## config.mk

```make
export PLATFORM = sky130hd
export DESIGN_NAME = bp_be_issue_buffer
export DESIGN_NICKNAME = d
export VERILOG_FILES = /design/src/rtl/bp_be_issue_buffer.sv
export SDC_FILE = /design/constraint.sdc
export NUM_CORES = 1
export LEC_CHECK = 0
export ABC_AREA = 0
export BUFFER_PORTS_ARGS = -buffer_cell sky130_fd_sc_hd__buf_4
export CAP_MARGIN = 20
export CORE_ASPECT_RATIO = 1.4
export CORE_MARGIN = 1.5
export CORE_UTILIZATION = 30
export CTS_BUF_LIST = sky130_fd_sc_hd__clkbuf_2 sky130_fd_sc_hd__clkbuf_4 sky130_fd_sc_hd__clkbuf_8
export CTS_CLUSTER_SIZE = 10
export DETAILED_ROUTE_END_ITERATION = 12
export HOLD_SLACK_MARGIN = 0.12
export MAX_ROUTING_LAYER = met4
export REMOVE_ABC_BUFFERS = 1
export SLEW_MARGIN = 20
export SYNTH_ARGS = -nofsm -noshare
export SYNTH_HDL_FRONTEND = slang
export SYNTH_SLANG_ARGS = --single-unit
```

## constraint.sdc

```tcl
create_clock -name clk_i -period 19.8 [get_ports clk_i]
set_clock_uncertainty 0.1 [all_clocks]
set_input_delay 0.99 -clock clk_i [delete_from_list [all_inputs] [get_ports clk_i]]
set_output_delay 0.99 -clock clk_i [all_outputs]
set_load 0.005 [all_outputs]
```

## src/rtl/bp_be_issue_buffer.sv

```systemverilog
// Issue buffer between the FE queue and issue: speculative read, commit and replay.
// Optional same-cycle bypass of an empty buffer: define BP_BE_ISSUE_BUFFER_BYPASS_EN.
module bp_be_issue_buffer #(
    parameter int data_width_p = 128,
    parameter int depth_p      = 4
) (
    input  logic                          clk_i,
    input  logic                          reset_i,
    input  logic [data_width_p-1:0]       data_i,
    input  logic                          v_i,
    output logic                          ready_o,
    output logic [data_width_p-1:0]       data_o,
    output logic                          v_o,
    input  logic                          yumi_i,
    input  logic                          deq_i,
    input  logic                          roll_i,
    input  logic                          clr_i,
    input  logic                          poison_i,
    output logic                          poison_o,
    output logic [$clog2(depth_p):0]      occupancy_o
);

    localparam int ptr_w_lp = $clog2(depth_p) + 1;
    localparam int idx_w_lp = ptr_w_lp - 1;
    localparam logic [ptr_w_lp-1:0] one_lp  = ptr_w_lp'(1);
    localparam logic [ptr_w_lp-1:0] full_lp = ptr_w_lp'(depth_p);

    logic [ptr_w_lp-1:0]     wptr_r;
    logic [ptr_w_lp-1:0]     rptr_r;
    logic [ptr_w_lp-1:0]     cptr_r;
    logic [ptr_w_lp-1:0]     cptr_n;
    logic [data_width_p-1:0] mem_r [depth_p];
    logic                    poison_r;
    logic                    rd_empty;
    logic                    enq;
    logic                    bypass;

    assign occupancy_o = wptr_r - cptr_r;
    assign ready_o     = (occupancy_o != full_lp) & ~clr_i & ~roll_i;
    assign enq         = v_i & ready_o;
    assign rd_empty    = (rptr_r == wptr_r);

`ifdef BP_BE_ISSUE_BUFFER_BYPASS_EN
    assign bypass = rd_empty & enq;
`else
    assign bypass = 1'b0;
`endif

    assign v_o      = (~rd_empty | bypass) & ~clr_i & ~roll_i;
    assign data_o   = bypass ? data_i : mem_r[rptr_r[idx_w_lp-1:0]];
    assign poison_o = v_o & (poison_r | poison_i);

    // deq is dropped during a flush; a replay rewinds to the post-commit pointer
    assign cptr_n = (deq_i & ~clr_i) ? cptr_r + one_lp : cptr_r;

    // Pointer update: reset/flush zero everything, roll wins over issue.
    always_ff @(posedge clk_i) begin
        if (reset_i | clr_i) begin
            wptr_r <= '0;
            rptr_r <= '0;
            cptr_r <= '0;
        end else begin
            if (enq)
                wptr_r <= wptr_r + one_lp;
            cptr_r <= cptr_n;
            if (roll_i)
                rptr_r <= cptr_n;
            else if (yumi_i)
                rptr_r <= rptr_r + one_lp;
        end
    end

    // Packet storage, left unreset; committed slots are simply overwritten.
    always_ff @(posedge clk_i) begin
        if (enq & ~reset_i)
            mem_r[wptr_r[idx_w_lp-1:0]] <= data_i;
    end

    // Sticky poison on the presented packet until it leaves or is replayed.
    always_ff @(posedge clk_i) begin
        if (reset_i | clr_i | roll_i | yumi_i)
            poison_r <= 1'b0;
        else if (poison_i & v_o)
            poison_r <= 1'b1;
    end

`ifndef SYNTHESIS
    // Committing an entry that was never issued corrupts the commit pointer.
    always @(posedge clk_i) begin
        if (!reset_i && !clr_i && deq_i)
            assert (cptr_r != rptr_r)
            else $error("bp_be_issue_buffer: deq_i with no issued entry");
    end
`endif

endmodule
```

==> metrics.md <==
| Metric | Value |
|---|---|
| Core Area | 63100 um2 |
| Worst R2R Path Depth | 7 |
| Crit-path max FO | 46 |
| Root Driver | clkbuf_8 |
| Die Footprint | 65300 um2 |
| Routed wire length | 40200 um |
| Vias post-DR | 8802 |
| Crit path kind | reg2out |
| Max-cap violations | 0 |
| Critical Path AT | 3.34 ns |
| Initial DRC Count | 493 |
| Initial Utilization | 30.3% |
| Most common cell after layout, fill and taps aside | edfxtp_1 |
| Sequential-to-total area share from yosys stat | 81.6% |
| Critical Path End Type | output pin |
| Fin crit share | 22.4% |
| Layout area overhead | 24.1% |
| Hold Startpoint | poison_r$_SDFFE_PP0P_ |
| Grt ovf | 0 |
| Num rows | 109 |
| R2r startpoint | wptr_r[0]$_SDFFE_PP0P_ |
| Hold buffer count at CTS | 0 |
| Pin count of the biggest net entering global routing | 129 |
| Cells after Synth | 747 |
| Slew Viols, Final | 0 |
| Hold Path Stages | 1 |
| Share of layout cells above drive strength 1 | 47.6% |
| Number of vias per cell | 4.45 |
| Post-route antenna net violation count | 0 |
| HPWL after DPL | 23900 um |
| Unrepaired setup endpoints after global routing | no |
| I/O Pins | 270 |
| Clock sink count | 524 |
| Clk buf depth | 3 |
| Drt drc | 0 |
| Post-layout nets | 1225 |
| Fin. Hold Viols | 0 |
| Initial antenna violation count | 2 |
| Multi-input logic area | 3380 um2 |
| PD cells | 92.6 nW/um2 |
| Worst hold path type | reg2reg |
| Post-synth cell types | 35 |
| Setup tns final | 0 ns |
| CP required | 18.71 ns |
| Worst VDD drop | 0.0000459 V |
| Cts repair resizes | 0 |
| Shortest period the worst path allows | 4.43 ns |
| Mapped Area | 19100 um2 |
| Placer Congestion | 0.719 |
| Overall power consumption | 2.20 mW |
| Synth Area per Inst | 25.6 um2 |
| Fmax | 226 MHz |
| Final setup viols | 0 |
| Most frequent cells in the layout | 512 x edfxtp_1, 279 x buf_4, 128 x mux4_2 |
| Num CTS Buffers | 82 |
| Filler Cells Inserted | 5761 |
| Yosys reg bits | 524 |
| Vias in the first global route | 9762 |
| Relative slew slack | 10.5% |
| Chip Width | 216 um |
| Synth Warn # | 0 |
| CTS clk-pin slew, worst paths | 0.07 ns |
| Clk_lat worst skew | 0.66 ns |
| Port bufs | 269 |
| DR pass1 iterations | 4 |
| WL per Instance | 20.3 um |
| Sequential cell area | 15600 um2 |
| Leak | 7.78 nW |
| Global-route wire length before repair | 59600 um |
| Outcome | completed |
| Worst-margin pin slew | 1.34 ns |
| Die height | 302 um |
| Htree depth | 3 |
| Global-route usage over all layers | 12.7% |
| # Post-CTS Setup Buffers | 0 |
| CP Launch Type | flop |
| CTS tree | yes |
==> registers in the layout (all words and copies together) (netlist names), named ones only <==
name / cells
cptr_r: 3
rptr_r: 3
mem_r: 512
poison_r: 1
wptr_r: 3
==> Yosys cell counts <==
library cell | n | area [um2]
a2111o_1 | 1 | 11.3
a211oi_1 | 4 | 30.0
a211oi_2 | 1 | 12.5
a21boi_0 | 1 | 7.51
a21oi_2 | 1 | 8.76
a31oi_1 | 2 | 12.5
and2_0 | 1 | 6.26
and3_1 | 2 | 12.5
and3b_1 | 1 | 8.76
and4b_1 | 1 | 10.0
buf_1 | 12 | 45.0
buf_2 | 14 | 70.1
buf_4 | 2 | 15.0
clkbuf_1 | 2 | 7.51
dfxtp_1 | 12 | 240
edfxtp_1 | 512 | 15400
fa_1 | 1 | 20.0
ha_1 | 7 | 87.6
inv_1 | 6 | 22.5
mux2i_1 | 3 | 30.0
mux4_2 | 128 | 2880
nand2_1 | 7 | 26.3
nand3b_1 | 1 | 7.51
nor2_1 | 6 | 22.5
nor2b_1 | 2 | 12.5
nor3_1 | 2 | 10.0
nor3b_2 | 1 | 12.5
o211ai_1 | 1 | 7.51
o211ai_2 | 1 | 12.5
o21a_1 | 2 | 15.0
or2_1 | 2 | 12.5
or3_2 | 1 | 7.51
xnor2_1 | 4 | 35.0
xor2_1 | 2 | 17.5
xor3_2 | 1 | 25.0
==> layer usage <==
| layer | vias up | wire [um] | part of all wire [%] | global-route usage [%] |
|---|---|---|---|---|
| met5 | - | 0 | 0 | - |
| met4 | 0 | 1130 | 2.8 | 5.39 |
| met3 | 77 | 2090 | 5.2 | 3.45 |
| met2 | 238 | 21700 | 54 | 22.2 |
| met1 | 4597 | 15300 | 38 | 13.6 |
| li1 | 3890 | - | - | - |
==> where the power goes <==
group / internal [mW] / switching [mW]
sequential: 1.22 / 0.00500
combinational: 0.0604 / 0.0456
clock: 0.456 / 0.409
total: 1.74 / 0.460
==> cell families (layout without fill, tap and decap cells) <==
| group | count (synthesis) | in the layout | share of synthesized area, % |
|---|---|---|---|
| flip-flops | 524 | 524 | 81.6 |
| multiplexers | 131 | 131 | 15.2 |
| buffers and inverters | 36 | 432 | 0.837 |
| AND/OR/NAND/NOR | 27 | 27 | 0.778 |
| AO/OA/AOI/OAI | 14 | 14 | 0.614 |
| adder cells (fa/ha/maj) | 8 | 8 | 0.562 |
| XOR/XNOR | 7 | 7 | 0.405 |
| other | 0 | 2 | 0 |
==> stage by stage <==
stage	setup WS, ns	area (um2)	hold slack (ns)	util (%)	cells
after floorplan	12.62	19000	0.342	-	717
after global placement	15.90	22200	0.351	35.1	1829
after detailed placement	15.90	22200	0.370	35.1	1829
after CTS	15.12	23700	0.315	37.6	1975
after global routing	15.00	23800	0.351	37.6	1977
final	15.37	23800	0.388	37.6	1977
==> layout make-up <==
cell class                 count  area share, %
clock inverter                37          0.943
tap                          832           4.38
sequential                   524           65.8
inverter                       6         0.0948
timing repair buffer         280           8.90
multi-input combinational    187           14.2
antenna                        2         0.0211
clock buffer                 109           5.63
==> worst max-delay path: stages (launching register included) <==
cell	delay [ns]
dfxtp_4	0.93
buf_4	0.87
mux4_2	0.65
buf_4	0.16
==> worst paths after layout <==
path | endpoint | slack [ns]
worst max register to register | mem_r[0][90]$_DFFE_PP_ | 16.05
worst max-delay path | data_o[39] | 15.37
worst min register to register | poison_r$_SDFFE_PP0P_ | 0.39
worst min-delay path | poison_r$_SDFFE_PP0P_ | 0.39
Note: power is estimated with default switching activity, not from simulation.
